[config.mk]
export PLATFORM = sky130hd
export DESIGN_NAME = arb_grant_sched
export DESIGN_NICKNAME = d
export VERILOG_FILES = /design/src/rtl/arb_pkg.sv /design/src/rtl/priority_arbiter.sv /design/src/rtl/arb_grant_sched.sv
export SDC_FILE = /design/constraint.sdc
export NUM_CORES = 1
export LEC_CHECK = 0
export CORE_ASPECT_RATIO = 0.9
export CORE_MARGIN = 4
export CORE_UTILIZATION = 50
export CTS_CLUSTER_DIAMETER = 50
export CTS_CLUSTER_SIZE = 28
export DETAILED_ROUTE_END_ITERATION = 8
export PLACE_DENSITY = 0.84
export SETUP_SLACK_MARGIN = 0.5
export SYNTH_ARGS = -nofsm -noshare
export SYNTH_HDL_FRONTEND = slang
export SYNTH_SLANG_ARGS = --single-unit
[constraint.sdc]
create_clock -name clk_i -period 10 [get_ports clk_i]
set_clock_uncertainty 0.15 [all_clocks]
set_input_delay 1.5 -clock clk_i [delete_from_list [all_inputs] [get_ports clk_i]]
set_output_delay 1.5 -clock clk_i [all_outputs]
set_load 0.005 [all_outputs]
[src/rtl/arb_pkg.sv]
// Shared types and helpers for the grant scheduler and its arbiter.
package arb_pkg;

    // Scheduler states: waiting for requests, or a grant is held.
    typedef enum logic [0:0] {
        IDLE  = 1'b0,
        GRANT = 1'b1
    } state_e;

    // Widest requester vector the one-hot helper supports.
    localparam int MAX_N     = 64;
    localparam int MAX_SEL_W = 6;

    // One-hot decode of a source index; callers truncate to their own N.
    function automatic logic [MAX_N-1:0] onehot(input logic [MAX_SEL_W-1:0] sel);
        onehot = 64'd1 << sel;
    endfunction

endpackage

[src/rtl/priority_arbiter.sv]
// Combinational priority picker: lowest priority value wins, ties go to the
// higher source index.
module priority_arbiter #(
    parameter int N         = 8,
    parameter int PRIO_BITS = 3,
    parameter int SEL_W     = $clog2(N)
) (
    input  logic [N-1:0]           req_i,
    input  logic [N*PRIO_BITS-1:0] prio_i,
    output logic                   valid_o,
    output logic [SEL_W-1:0]       sel_o,
    output logic [PRIO_BITS-1:0]   prio_o
);

    logic                 found_s;
    logic [SEL_W-1:0]     best_sel_s;
    logic [PRIO_BITS-1:0] best_prio_s;
    logic                 take_s;

    // Ascending scan with "<=" so a later (higher) index wins on equal priority.
    always_comb begin
        found_s     = 1'b0;
        best_sel_s  = '0;
        best_prio_s = '0;
        take_s      = 1'b0;
        for (int k = 0; k < N; k++) begin
            take_s      = req_i[k] &&
                          (!found_s || (prio_i[k*PRIO_BITS +: PRIO_BITS] <= best_prio_s));
            best_sel_s  = take_s ? SEL_W'(k) : best_sel_s;
            best_prio_s = take_s ? prio_i[k*PRIO_BITS +: PRIO_BITS] : best_prio_s;
            found_s     = found_s | take_s;
        end
    end

    assign valid_o = found_s;
    assign sel_o   = best_sel_s;
    assign prio_o  = best_prio_s;

endmodule

[src/rtl/arb_grant_sched.sv]
// Registered grant scheduler: latches the arbitration winner, holds the grant
// until release or hold timeout, and ages losing requesters against starvation.
module arb_grant_sched
    import arb_pkg::*;
#(
    parameter int N         = 8,
    parameter int PRIO_BITS = 3,
    parameter int AGE_LIMIT = 7,
    parameter int MAX_HOLD  = 16
) (
    input  logic                   clk_i,
    input  logic                   rst_n_i,
    input  logic [N-1:0]           req_i,
    input  logic [N*PRIO_BITS-1:0] prio_i,
    output logic [N-1:0]           gnt_o,
    output logic [$clog2(N)-1:0]   gnt_sel_o,
    output logic [PRIO_BITS-1:0]   gnt_prio_o,
    output logic                   busy_o,
    output logic                   preempt_o
);

    localparam int SEL_W  = $clog2(N);
    localparam int AGE_W  = (AGE_LIMIT > 0) ? $clog2(AGE_LIMIT + 1) : 1;
    localparam int HOLD_W = (MAX_HOLD > 0) ? $clog2(MAX_HOLD + 1) : 1;
    localparam logic [AGE_W-1:0]  AGE_MAX  = AGE_W'(AGE_LIMIT);
    localparam logic [HOLD_W-1:0] HOLD_MAX = HOLD_W'(MAX_HOLD);
    localparam logic [HOLD_W-1:0] HOLD_SAT = {HOLD_W{1'b1}};

    state_e               state_q, state_d;
    logic [N-1:0]         gnt_q, gnt_d;
    logic [SEL_W-1:0]     sel_q, sel_d;
    logic [PRIO_BITS-1:0] prio_q, prio_d;
    logic                 busy_q, busy_d;
    logic                 preempt_q, preempt_d;
    logic [HOLD_W-1:0]    hold_q, hold_d;
    logic [AGE_W-1:0]     age_q [N];
    logic [AGE_W-1:0]     age_d [N];

    logic [N*PRIO_BITS-1:0] eff_prio_s;
    logic                   win_valid_s;
    logic [SEL_W-1:0]       win_sel_s;
    logic [PRIO_BITS-1:0]   win_prio_s;
    logic [N-1:0]           win_oh_s;

    // Sources that reached the age limit are promoted to priority 0.
    always_comb begin
        eff_prio_s = '0;
        for (int k = 0; k < N; k++) begin
            eff_prio_s[k*PRIO_BITS +: PRIO_BITS] =
                ((AGE_LIMIT != 0) && (age_q[k] == AGE_MAX)) ? {PRIO_BITS{1'b0}}
                                                            : prio_i[k*PRIO_BITS +: PRIO_BITS];
        end
    end

    priority_arbiter #(
        .N         (N),
        .PRIO_BITS (PRIO_BITS),
        .SEL_W     (SEL_W)
    ) u_arb (
        .req_i   (req_i),
        .prio_i  (eff_prio_s),
        .valid_o (win_valid_s),
        .sel_o   (win_sel_s),
        .prio_o  (win_prio_s)
    );

    assign win_oh_s = N'(onehot(MAX_SEL_W'(win_sel_s)));

    // Next-state logic: grant decision, release/timeout, hold counter and aging.
    always_comb begin
        state_d   = state_q;
        gnt_d     = gnt_q;
        sel_d     = sel_q;
        prio_d    = prio_q;
        busy_d    = busy_q;
        preempt_d = 1'b0;
        hold_d    = hold_q;
        // A source that is not requesting loses any accumulated age.
        for (int k = 0; k < N; k++) begin
            age_d[k] = req_i[k] ? age_q[k] : {AGE_W{1'b0}};
        end
        case (state_q)
            IDLE: begin
                if (win_valid_s) begin
                    state_d = GRANT;
                    gnt_d   = win_oh_s;
                    sel_d   = win_sel_s;
                    prio_d  = win_prio_s;
                    busy_d  = 1'b1;
                    hold_d  = HOLD_W'(1);
                    // Losers that keep requesting age (saturating); the winner restarts.
                    for (int k = 0; k < N; k++) begin
                        age_d[k] = (SEL_W'(k) == win_sel_s) ? {AGE_W{1'b0}} :
                                   !req_i[k]                ? {AGE_W{1'b0}} :
                                   (age_q[k] == AGE_MAX)    ? AGE_MAX
                                                            : age_q[k] + AGE_W'(1);
                    end
                end else begin
                    state_d = IDLE;
                end
            end
            GRANT: begin
                if (!req_i[sel_q]) begin
                    // Owner let go: normal release, one turnaround cycle in IDLE.
                    state_d = IDLE;
                    gnt_d   = '0;
                    busy_d  = 1'b0;
                    hold_d  = '0;
                end else if ((MAX_HOLD != 0) && (hold_q == HOLD_MAX)) begin
                    // Timeout: force release and boost the evicted owner.
                    state_d       = IDLE;
                    gnt_d         = '0;
                    busy_d        = 1'b0;
                    hold_d        = '0;
                    preempt_d     = 1'b1;
                    age_d[sel_q]  = AGE_MAX;
                end else begin
                    hold_d = (hold_q == HOLD_SAT) ? hold_q : hold_q + HOLD_W'(1);
                end
            end
            default: begin
                state_d = IDLE;
                gnt_d   = '0;
                busy_d  = 1'b0;
                hold_d  = '0;
            end
        endcase
    end

    // State, grant, hold and age registers with asynchronous reset.
    always_ff @(posedge clk_i or negedge rst_n_i) begin
        if (!rst_n_i) begin
            state_q   <= IDLE;
            gnt_q     <= '0;
            sel_q     <= '0;
            prio_q    <= '0;
            busy_q    <= 1'b0;
            preempt_q <= 1'b0;
            hold_q    <= '0;
            for (int k = 0; k < N; k++) begin
                age_q[k] <= '0;
            end
        end else begin
            state_q   <= state_d;
            gnt_q     <= gnt_d;
            sel_q     <= sel_d;
            prio_q    <= prio_d;
            busy_q    <= busy_d;
            preempt_q <= preempt_d;
            hold_q    <= hold_d;
            for (int k = 0; k < N; k++) begin
                age_q[k] <= age_d[k];
            end
        end
    end

    assign gnt_o      = gnt_q;
    assign gnt_sel_o  = sel_q;
    assign gnt_prio_o = prio_q;
    assign busy_o     = busy_q;
    assign preempt_o  = preempt_q;

endmodule

# Yosys cells after proc, flatten, opt, wreduce, memory -nomap -nowiden
# Cells that the tools add are included.
word_totals:
  register_bits: 46
  wordCells: 174
classes:
  n_addsub: 9
  order_cmp: 10
  n_eq_ne: 20
  n_shift: 1
  n_mux: 83
  n_bitwise: 10
  reduce_logical: 26
op_table:
  columns: ["operator", "n"]
  rows:
  - ["3-bit 2-to-1 mux", 55]
  - ["24-bit 2-to-1 mux", 3]
  - ["24-bit one-hot mux with 2 select lines", 1]
  - ["3-bit by 1-bit adder with 3-bit output (second input constant)", 8]
  - ["3-bit equality test (second input constant)", 8]
  - ["8-bit 2-to-1 mux", 3]
  - ["24-bit OR", 1]
  - ["3-bit <= comparator", 7]
  - ["5-bit 2-to-1 mux", 4]
  - ["8-bit one-hot mux with 2 select lines", 1]
  - ["3-bit equality test (first input constant)", 4]
  - ["1-bit 2-to-1 mux", 11]
  - ["5-bit equality test (second input constant)", 2]
  - ["5-bit one-hot mux with 2 select lines", 1]
  - ["3-bit demux with 3-bit select", 1]
  - ["1-bit logical AND", 8]
  - ["1-bit by 3-bit << shifter with 8-bit output (first input constant)", 1]
  - ["1-bit logical NOT", 7]
  - ["1-bit logical OR", 7]
  - ["1-bit OR", 7]
  - ["2-bit by 3-bit equality test with 1-bit output (first input constant)", 2]
  - ["2-bit AND reduction", 3]
  - ["5-bit by 1-bit adder with 5-bit output (second input constant)", 1]
  - ["4-bit greater-or-equal comparator (second input constant)", 1]
  - ["11 further kinds", 12]

# Longest topological paths before layout
# Gate-level depths: netlist of the first run.
depth:
  depth_word: 35
  depth_mapped: 50
  ltp_nobuf: 49

# Hierarchy
# From an unflattened synthesis of the first run, not the netlist that was laid out.
unflattened:
  cells_unflattened: 437
  area_unflattened_um2: 3661.0
modules_own_cells:
  columns: ["module", "instances", "cells_each", "area_per_inst_um2"]
  rows:
  - ["arb_grant_sched", 1, 286, 2600.0]
  - ["priority_arbiter", 1, 151, 1061.0]

# Least setup slack after synthesis of the first run
# Ideal clock, no wire load.
synth_timing:
  path_type: "in2reg"
  startpoint: "input req_i[0]"
  endpoint: "register age_q[19] (netlist bit)"
  t_arrival_ps: 10702
  required_ps: 9716
  path_slack_ps: -985
  path_stages: 47
  n_path_buf: 2
  cell_sequence: "buf_4 -> and2_1 -> nand2_1 -> ha_1 -> nor2b_1 -> o31a_1 -> a211oi_2 -> a22oi_1 -> ha_1 -> nor2b_1 -> nor3_1 -> o21a_1 -> a221oi_1 -> o21bai_1 -> ha_1 -> and3b_1 -> a211oi_1 -> o21ai_1 -> [... 11 more ...] -> o21ai_1 -> buf_2 -> nor2b_1 -> a31oi_1 -> ha_1 -> a21oi_1 -> o21a_1 -> o21ai_2 -> and3_4 -> a221o_1 -> ha_1 -> and3_1 -> a21oi_1 -> a21oi_1 -> a2111oi_1 -> nand3_1 -> o211ai_1 -> o211ai_1"
synth_rtl:
  columns: ["item", "line_no", "source"]
  rows:
  - ["from (decl)", "arb_grant_sched.sv:13", "input logic [N-1:0] req_i,"]
  - ["to (signal, indexed assignment)", "arb_grant_sched.sv:152", "age_q[k] <= age_d[k];"]
  - ["to (decl)", "arb_grant_sched.sv:36", "logic [AGE_W-1:0] age_q [N];"]

==> results of run 1 <==
[state kept, by name (all words and copies together), names as in the netlist]
signal and cells:
gnt_sel_o 3, hold_q 5, age_q 24, state_q 1
preempt_o 1, gnt_o 8, gnt_prio_o 3, busy_o 1
[cell usage in the layout (no fill, tap or decap), types with 4 or more instances in the layout]
master / instances
nand3_2: 7
and2_1: 13
nor2_4: 5
and3_4: 4
clkdlybuf4s50_1: 41
inv_1: 15
nor3_4: 4
ha_1: 23
dfrtp_1: 46
a31oi_1: 5
nand3b_1: 4
clkbuf_8: 6
nand2_4: 4
buf_6: 17
o211ai_1: 12
o21ai_0: 9
o21ai_1: 12
a21o_1: 14
a21oi_2: 8
nor2b_1: 9
a21oi_1: 16
nor3_1: 4
o21a_1: 5
buf_4: 86
nand2_2: 5
nor2_1: 16
o21bai_1: 4
o21ai_4: 4
nand2_1: 46
o21ai_2: 5
and3_1: 4
nand3_1: 15
ha_4: 9
[logic make-up after synthesis]
logic type      synth area share [%]
compound gates                  26.4
buf+inv                         3.97
mux                             1.21
flops                           32.6
simple gates                    24.4
fa+ha+maj                       11.4
[worst max-delay path: cells and delay by family]
family | cells | cell delay [ns]
adders and majority gates | 7 | 2.05
AOI/OAI and AO/OA | 25 | 4.77
and+or+nand+nor | 11 | 1.40
buffers and inverters | 8 | 1.23
[worst min path at each step]
stage                             to  slack (ns)             startpoint  cells past startpoint
5_1_grt         gnt_o[2]$_DFFE_PN0P_        0.35   gnt_o[2]$_DFFE_PN0P_                      1
3_3_place_gp    gnt_o[5]$_DFFE_PN0P_        0.31   gnt_o[5]$_DFFE_PN0P_                      1
3_5_place_dp    gnt_o[3]$_DFFE_PN0P_        0.32   gnt_o[3]$_DFFE_PN0P_                      1
4_1_cts         gnt_o[4]$_DFFE_PN0P_        0.33   gnt_o[4]$_DFFE_PN0P_                      2
2_1_floorplan  hold_q[3]$_DFFE_PN0P_        0.31  hold_q[3]$_DFFE_PN0P_                      1
6_report        gnt_o[2]$_DFFE_PN0P_        0.34   gnt_o[2]$_DFFE_PN0P_                      1
[cell type report]
cell class	count	share of cell area [%]
timing repair buffer	154	24.1
clock buffer	7	1.55
sequential	46	20.6
tap	90	2.02
inverter	15	1.01
clock inverter	1	0.0896
multi-input combinational	339	50.6
[power by group through the flow]
stage	sequential, µW	clock [µW]	combinational (µW)
3_5_place_dp	310	0	560
2_1_floorplan	277	0	380
6_report	318	123	846
5_1_grt	325	131	886
4_1_cts	310	119	650
3_3_place_gp	308	0	535
[metal layers]
metal / global-route usage [%] / part of all wire, %
met3: 4.73 / 9.4
met1: 35.7 / 38
met4: 13.6 / 7.1
met2: 47.9 / 46
met5: 0 / 0
[stage by stage]
stage	total power [µW]	setup slack, ns	instance area [µm²]
after global placement	843	-0.642	4540
after floorplan	657	-0.213	3670
final	1290	-0.930	5590
after global routing	1340	-1.09	5590
after detailed placement	870	-1.03	4540
after CTS	1080	-0.151	5100
[timing repair]
item / CTS / global route
buffers inserted: 34 / 22
endpoints found under the setup margin: 38 / 38
pin swaps: 53 / 52
resized for setup: 65 / 64
gates cloned: 0 / 0
==> summary.txt, run 1 <==
Timing
  – Setup TNS: -28.00 ns
  – Fin. max-slew vios: 0
  – Slew HR: 10.1%
  – Worst hold margin: 0.336 ns
  – Setup violators final: 38
  – Worst-margin pin slew: 1.35 ns
  – Hold Vio Cnt, Final: 0
  – Period minus WS final: 10.93 ns
  – Max Fclk: 91.5 MHz
  – Period utilization: 109%
  – Setup WS post-layout: -0.930 ns
  – RSZ-0062 raised after global routing: yes

Pwr
  – Switching share of total power: 44.3%
  – Clk network pwr share: 9.6%
  – Comb pwr share: 65.7%
  – Max VDD drop: 0.152 mV
  – Pwr/cell area: 230 nW/µm²
  – Flop pwr share: 24.7%
  – Pleak: 0.00260 µW
  – Switch Pwr: approximately 570 µW
  – Internal Pwr Total: 716 µW

Setup path
  – Crit path max fanout: 6
  – WP data required: about 10 ns
  – Startpoint types: primary input
  – Critical path capture point type: flip-flop
  – Worst R2R Setup Slack: -0.52 ns
  – Slowest cell delay on critical path: 0.32 ns
  – CP arrival: 10.94 ns
  – WS Path Type: in -> reg
  – Slowest CP cell: a211oi_4
  – Crit path launch: prio_i[5]
  – FF-to-FF End: age_q[18]$_DFF_PN0_
  – Critical R2R Launch: age_q[21]$_DFF_PN0_
  – Worst Setup EP: age_q[18]$_DFF_PN0_
  – R2r worst-path depth: 54

Cells and area
  – Final Non-Filler Cells: about 650
  – Fillers: about 340
  – Synth-to-layout area growth: 58.5%
  – Final Util: 83.1%
  – Multi-input gate area: 2830 µm²
  – Ant diodes: 0
  – Storage element area: 1150 µm²
  – Nets@finish: 627
  – Share of cells above drive strength 1: 37.9%

Yosys
  – Post-synthesis cell area: 3530 µm²
  – Syn nets: 481
  – Post-synthesis sequential area ratio: between 30% and 40%
  – Post-synth top cells: nand2_1 (54), dfrtp_1 (46), ha_1 (32)
  – Flops & latches, synth: 46
  – Top_reg_cell synth: dfrtp_1
  – Syn Inst Count: 415
  – Ranking of synthesized cells by area: dfrtp_1 (33%), ha_1 (11%), nand2_1 (5.7%)
  – Most common cell in the netlist: nand2_1
  – Synth cell types: just under 60
  – Post-synth top area share: 32.6%
  – Ys async rst share: 100%
  – Syn Area/Cell: 8.50 µm²
  – Leading area contributor after synthesis: dfrtp_1
  – EDFF count, synth: 0
  – Synth warnings: 0

Route
  – Via/cell ratio: 6.72
  – 1st-pass router iterations: 6
  – WL/cell: 23.0 µm
  – Routed vias: 4383
  – ANT nets after route: 0
  – Drt initial violations: 456
  – Drc violations: 0
  – Final WL: 15000 µm

Clock tree
  – CTS root buf: clkbuf_8
  – CTS buffer count: 5
  – Longest Clk Path Bufs: 2
  – H-tree depth: 2
  – CTS Hold Bufs: 0
  – Clk sink count: 46
  – Worst-skew pair later-pin latency: 0.31 ns
  – Clock-pin slew on the worst setup and hold paths: 0.09 ns
  – CTS tree: yes

GRT
  – Vias in the first global route: 3944
  – Antenna violations before repair: 0
  – Total grt overflow: 0
  – First-pass GRT wire length: 18900 µm
  – Pin count of the biggest net entering global routing: 47
  – GRT Resource Usage Total: between 20% and 30%

Die
  – Die area: 8460 µm²
  – Die H: 87.7 µm
  – CORE AREA: approximately 6700 µm²
  – Initial Utilization: approximately 52%
  – # rows: 28
  – DIE WIDTH: slightly below 100 µm
  – I/O Pins: 50

Job
  – # Max-Cap Violations: 0

Status
  – Failing checks: setup timing
  – Status: finished, violations left

Place
  – PortBufs: 49
  – Placer congestion estimate: between 0.9 and 1
  – DP Cell Count: 588
  – DPL Wire Length: roughly 7700 µm

Worst hold path
  – Type of the tightest min-delay check: reg -> reg
No activity file was read; power rests on OpenSTA's default activity.
==> run 2, diff against run 1 <==
- CORE_UTILIZATION: 50 -> 56
- PLACE_DENSITY: 0.84 -> 0.89
- clock period: 10 -> 11.4 ns (I/O delays scaled with it)
==> summary.txt, run 2 (synthesized netlist as in run 1, its figures left out) <==
Cells and area
  – Most frequent cells in the layout: nand2_1 (48), dfrtp_1 (46), clkdlybuf4s50_1 (41), buf_4 (33), ha_1 (23) (was buf_4 (86), nand2_1 (46), dfrtp_1 (46), clkdlybuf4s50_1 (41), ha_1 (23))
  – Synth-to-layout area growth: 36.0% (was 58.5%)
  – Max reg flops: 24 (unchanged)
  – Final Util: 78.4% (was 83.1%)
  – Fillers: 352 (was 338)
  – Final Non-Filler Cells: 579 (was 652)
  – Largest Register: age_q (unchanged)
  – Most common cell after layout, fill and taps aside: nand2_1 (was buf_4)
  – Nets@finish: 557 (was 627)
  – Share of cells above drive strength 1: 22.6% (was 37.9%)
  – Storage element area: 1150 µm² (unchanged)
  – Fin area: 4800 µm² (was 5590 µm²)
  – Multi-input gate area: 2620 µm² (was 2830 µm²)
  – Ant diodes: 0 (unchanged)

Route
  – Final WL: 12300 µm (was 15000 µm)
  – Drc violations: 0 (unchanged)
  – ANT nets after route: 0 (unchanged)
  – Via/cell ratio: 6.77 (was 6.72)
  – Routed vias: 3920 (was 4383)
  – Drt initial violations: 547 (was 456)
  – WL/cell: 21.2 µm (was 23.0 µm)
  – 1st-pass router iterations: 5 (was 6)

Clock tree
  – CTS Hold Bufs: 0 (unchanged)
  – Longest Clk Path Bufs: 2 (unchanged)
  – Worst-skew pair later-pin latency: 0.30 ns (was 0.31 ns)
  – Clk sink count: 46 (unchanged)
  – CTS tree: yes (unchanged)
  – CTS root buf: clkbuf_8 (unchanged)
  – Clock-pin slew on the worst setup and hold paths: 0.08 ns (was 0.09 ns)
  – CTS buffer count: 5 (unchanged)
  – H-tree depth: 2 (unchanged)

Pwr
  – Design Power: 951 µW (was 1290 µW)
  – Pwr/cell area: 198 nW/µm² (was 230 nW/µm²)
  – Pleak: 0.00223 µW (was 0.00260 µW)
  – Max VDD drop: 0.106 mV (was 0.152 mV)

Setup path
  – Most used cell, CP: ha_1
  – Crit path max fanout: 6 (unchanged)
  – Slowest cell delay on critical path: 0.41 ns (was 0.32 ns)
  – Critical path capture point type: flip-flop (unchanged)
  – WP data required: 11.42 ns (was 10.01 ns)
  – Slowest CP cell: a221o_1 (was a211oi_4)
  – WS Path Type: in -> reg (unchanged)
  – CP arrival: 10.99 ns (was 10.94 ns)
  – Startpoint types: primary input (unchanged)
  – Critical R2R Launch: age_q[21]$_DFF_PN0_ (unchanged)
  – Crit path launch: req_i[0] (was prio_i[5])

Die
  – CORE AREA: 6110 µm² (was 6730 µm²)
  – I/O Pins: 50 (unchanged)
  – Initial Utilization: 57.7% (was 52.4%)
  – Die area: 7630 µm² (was 8460 µm²)
  – Die H: 83.3 µm (was 87.7 µm)
  – DIE WIDTH: 91.6 µm (was 96.5 µm)
  – # rows: 27 (was 28)

Place
  – Placer congestion estimate: 0.931 (was 0.930)
  – PortBufs: 49 (unchanged)
  – DP Cell Count: 555 (was 588)
  – Dpl ws: -0.604 ns (was -1.03 ns)
  – Area after DPL: 4200 µm² (was 4540 µm²)
  – DPL Wire Length: 7470 µm (was 7740 µm)

Worst hold path
  – Worst Min Path Start: gnt_o[6]$_DFFE_PN0P_ (was gnt_o[2]$_DFFE_PN0P_)
  – Type of the tightest min-delay check: reg -> reg (unchanged)

Status
  – Status: finished, final reports clean (was finished, violations left)

Job
  – # Max-Cap Violations: 0 (unchanged)

Timing
  – Max Fclk: ~91 MHz
  – Setup violators final: 0 (was 38)
  – Worst-margin pin slew: 1.12 ns (was 1.35 ns)
  – RSZ-0062 raised after global routing: yes (unchanged)
  – Setup WS post-layout: 0.426 ns (was -0.930 ns)
  – Slew HR: 25.0% (was 10.1%)
  – Fin. max-slew vios: 0 (unchanged)
  – Hold Vio Cnt, Final: 0 (unchanged)
  – Period utilization: a little over nine tenths
  – Period minus WS final: 10.97 ns

GRT
  – Antenna violations before repair: 0 (unchanged)
  – GR Util met1: 35.8% (was 35.7%)
  – Pin count of the biggest net entering global routing: 47 (unchanged)
  – First-pass GRT wire length: 17200 µm (was 18900 µm)
  – Total grt overflow: 0 (unchanged)
  – Grt met2 use: 45.3% (was 47.9%)
  – Met3 Use GR: 4.89% (was 4.73%)
  – GRT Resource Usage Total: 27.5% (was 28.6%)
  – Vias in the first global route: 3631 (was 3944)
  – Global route hottest layer: met2 (unchanged)
[run 2: worst max-delay path, delay by kind of cell]
family / cells / cell delay (ns)
buffers and inverters: 3 / 0.38
AOI/OAI and AO/OA: 23 / 4.74
and+or+nand+nor: 13 / 2.03
adders and majority gates: 7 / 2.12
[run 2: final timing paths]
check                                       end  slack, ns  cells after the start
max                         age_q[21]$_DFF_PN0_       0.43                     46
min                        gnt_o[6]$_DFFE_PN0P_       0.33                      1
max reg2reg                 age_q[21]$_DFF_PN0_       1.04                     47
min reg2reg                gnt_o[6]$_DFFE_PN0P_       0.33                      1
max in group asynchronous    age_q[0]$_DFF_PN0_       9.00                      1
min in group asynchronous    busy_o$_DFFE_PN0P_       1.44                      1
[run 2: stage by stage]
| stage | hold slack [ns] | TNS [ns] |
|---|---|---|
| global route | 0.351 | 0 |
| CTS | 0.334 | 0 |
| finish | 0.330 | 0 |
| detailed placement | 0.317 | -8.81 |
| floorplan | 0.310 | 0 |
| global placement | 0.311 | -0.0200 |
[run 2: layout make-up]
class	instances	share of cell area (%)
clock buffer	7	1.80
inverter	15	1.17
multi-input combinational	339	54.6
tap	87	2.27
timing repair buffer	84	16.1
sequential	46	24.0
clock inverter	1	0.104
[run 2: metal layers]
layer | vias up | part of all wire (%)
met1 | 1836 | 38
li1 | 1686 | -
met3 | 81 | 10
met5 | - | 0
met4 | 0 | 5.1
met2 | 317 | 47
[run 2: power breakdown]
part	leakage (µW)	internal, µW	total, µW	switching [µW]
clock	0.0000482	49.0	104	54.8
combinational	0.00157	266	570	304
sequential	0.000608	211	277	66.6
[run 2: repair_timing]
item | CTS | global route
setup buffers | 5 | 11
endpoints found under the hold margin | 0 | 0
pin swaps | 9 | 40
setup endpoints to repair | 38 | 38
gates resized for setup | 17 | 58
==> run 3, diff against run 2 <==
- CORE_UTILIZATION: 56 -> 64
- DONT_BUFFER_PORTS: default -> 1
- PLACE_DENSITY: 0.89 -> 0.87
- SLEW_MARGIN: default -> 0
==> summary.txt, run 3 (synthesized netlist as in run 1, its figures left out) <==
Die
  – Die H: 78.4 µm (was 83.3 µm)
  – DIE WIDTH: 86.2 µm (was 91.6 µm)
  – # rows: 25 (was 27)
  – CORE AREA: 5290 µm² (was 6110 µm²)
  – I/O Pins: 50 (unchanged)
  – Die area: 6760 µm² (was 7630 µm²)
  – Initial Utilization: 66.7% (was 57.7%)

Setup path
  – Slowest cell delay on critical path: 0.40 ns (was 0.41 ns)
  – Critical path capture point type: flip-flop (unchanged)
  – Most used cell, CP: ha_1 (unchanged)
  – Slowest CP cell: a2111oi_4 (was a221o_1)
  – WP data required: 11.43 ns (was 11.42 ns)
  – Startpoint types: primary input (unchanged)
  – CP arrival: 10.70 ns (was 10.99 ns)
  – Crit path max fanout: 12 (was 6)
  – WS Path Type: in -> reg (unchanged)

GRT
  – Met3 Use GR: 6.30% (was 4.89%)
  – Vias in the first global route: 3164 (was 3631)
  – GR Util met1: 40.7% (was 35.8%)
  – Global route hottest layer: met2 (unchanged)
  – Grt met2 use: 42.8% (was 45.3%)
  – First-pass GRT wire length: 15500 µm (was 17200 µm)
  – Pin count of the biggest net entering global routing: 47 (unchanged)
  – Total grt overflow: 0 (unchanged)
  – GRT Resource Usage Total: 28.6% (was 27.5%)
  – Antenna violations before repair: 0 (unchanged)

Worst hold path
  – Type of the tightest min-delay check: reg -> reg (unchanged)

Cells and area
  – Nets@finish: 491 (was 557)
  – Largest Register: age_q (unchanged)
  – Synth-to-layout area growth: 14.0% (was 36.0%)
  – Max reg flops: 24 (unchanged)
  – Ant diodes: 0 (unchanged)
  – Final Non-Filler Cells: 493 (was 579)
  – Most common cell after layout, fill and taps aside: nand2_1 (unchanged)
  – Share of cells above drive strength 1: 17.1% (was 22.6%)
  – Most frequent cells in the layout: nand2_1 (53), dfrtp_1 (46), ha_1 (28), nor2_1 (22), o21ai_0 (22) (was nand2_1 (48), dfrtp_1 (46), clkdlybuf4s50_1 (41), buf_4 (33), ha_1 (23))

Route
  – Drt initial violations: 284 (was 547)
  – Via/cell ratio: 6.88 (was 6.77)
  – 1st-pass router iterations: 5 (unchanged)
  – Routed vias: 3394 (was 3920)
  – ANT nets after route: 0 (unchanged)
  – WL/cell: 19.7 µm (was 21.2 µm)
  – Final WL: 9700 µm (was 12300 µm)
  – Drc violations: 0 (unchanged)

Place
  – DPL Wire Length: 6950 µm (was 7470 µm)
  – DP Cell Count: 471 (was 555)
  – PortBufs: 0 (was 49)
  – Placer congestion estimate: 0.909 (was 0.931)

Clock tree
  – Clock-pin slew on the worst setup and hold paths: 0.09 ns (was 0.08 ns)
  – Clk sink count: 46 (unchanged)
  – CTS root buf: clkbuf_8 (unchanged)
  – CTS buffer count: 5 (unchanged)
  – Worst-skew pair later-pin latency: 0.31 ns (was 0.30 ns)
  – Longest Clk Path Bufs: 2 (unchanged)
  – H-tree depth: 2 (unchanged)
  – CTS tree: yes (unchanged)

Timing
  – Slew HR: 29.2% (was 25.0%)
  – Fin. max-slew vios: 0 (unchanged)
  – Setup violators final: 0 (unchanged)
  – Period minus WS final: 10.68 ns (was 10.97 ns)
  – Worst hold margin: 0.365 ns (was 0.330 ns)
  – Period utilization: 93.7% (was 96.3%)
  – RSZ-0062 raised after global routing: no (was yes)
  – Max Fclk: 93.7 MHz (was 91.1 MHz)
  – Worst-margin pin slew: 1.06 ns (was 1.12 ns)
  – Hold Vio Cnt, Final: 0 (unchanged)
  – Setup TNS: 0 ns (unchanged)

Pwr
  – Pleak: 0.00188 µW (was 0.00223 µW)
  – Pwr/cell area: 203 nW/µm² (was 198 nW/µm²)
  – Design Power: 814 µW (was 951 µW)
  – Max VDD drop: 0.104 mV (was 0.106 mV)

Job
  – # Max-Cap Violations: 0 (unchanged)

Status
  – Status: finished, final reports clean (unchanged)
==> run 3: cell count changes in the layout (fill, tap and decap cells not counted), sizes merged <==
cell           change
buf               -19
clkdlybuf4s50     -41
dlymetal6s2s       -6
==> run 3: cell type report <==
cell class	count	area (µm²)
multi-input cells	339	2490
fillers	356	1270
flip-flops and latches	46	1150
repair buffers	18	148
clock buffers	7	86.3
well taps	67	83.8
inverters	15	56.3
clock inverters	1	5.00
==> run 3: critical path, delay by kind of cell <==
family | cells | cell delay (ns)
AND/OR/NAND/NOR | 14 | 2.04
multiplexers | 1 | 0.30
buffers and inverters | 2 | 0.28
AO/OA/AOI/OAI | 23 | 4.38
adder cells (fa/ha/maj) | 7 | 1.99
==> run 3: repair_timing <==
item | CTS | global route
hold endpoints to repair | 0 | 0
setup buffers | 1 | 13
resized for setup | 10 | 26
pin swaps | 3 | 20
endpoints found under the setup margin | 16 | 38
hold buffers | 0 | 0
==> run 3: power by group <==
part / switching, µW / internal, µW / leakage (µW) / total (µW)
sequential: 66.3 / 211 / 0.000608 / 277
combinational: 239 / 191 / 0.00122 / 431
clock: 56.9 / 49.0 / 0.0000482 / 106
total: 363 / 451 / 0.00188 / 814
==> run 3: metal layers <==
layer	vias to the layer above	share of wire, %
li1	1567	-
met1	1615	42
met2	187	47
met3	25	9.3
met4	0	2.2
met5	-	0
==> run 3: metrics by stage <==
step	cell area, µm²	utilization, %	setup slack (ns)
2_1_floorplan	3540	-	0.512
3_3_place_gp	3570	67.6	0.257
3_5_place_dp	3570	67.6	-0.133
4_1_cts	3720	70.5	0.536
5_1_grt	4020	76.0	0.303
6_report	4020	76.0	0.723
==> run 3: final timing paths <==
kind | start | endpoint | slack, ns | depth (start not counted)
max | req_i[0] | age_q[16]$_DFF_PN0_ | 0.72 | 47
min | hold_q[3]$_DFFE_PN0P_ | hold_q[3]$_DFFE_PN0P_ | 0.36 | 1
max reg2reg | age_q[21]$_DFF_PN0_ | age_q[16]$_DFF_PN0_ | 1.30 | 49
min reg2reg | hold_q[3]$_DFFE_PN0P_ | hold_q[3]$_DFFE_PN0P_ | 0.36 | 1
max in group asynchronous | rst_n_i | gnt_o[3]$_DFFE_PN0P_ | 10.08 | 0
min in group asynchronous | rst_n_i | age_q[2]$_DFF_PN0_ | 0.94 | 0
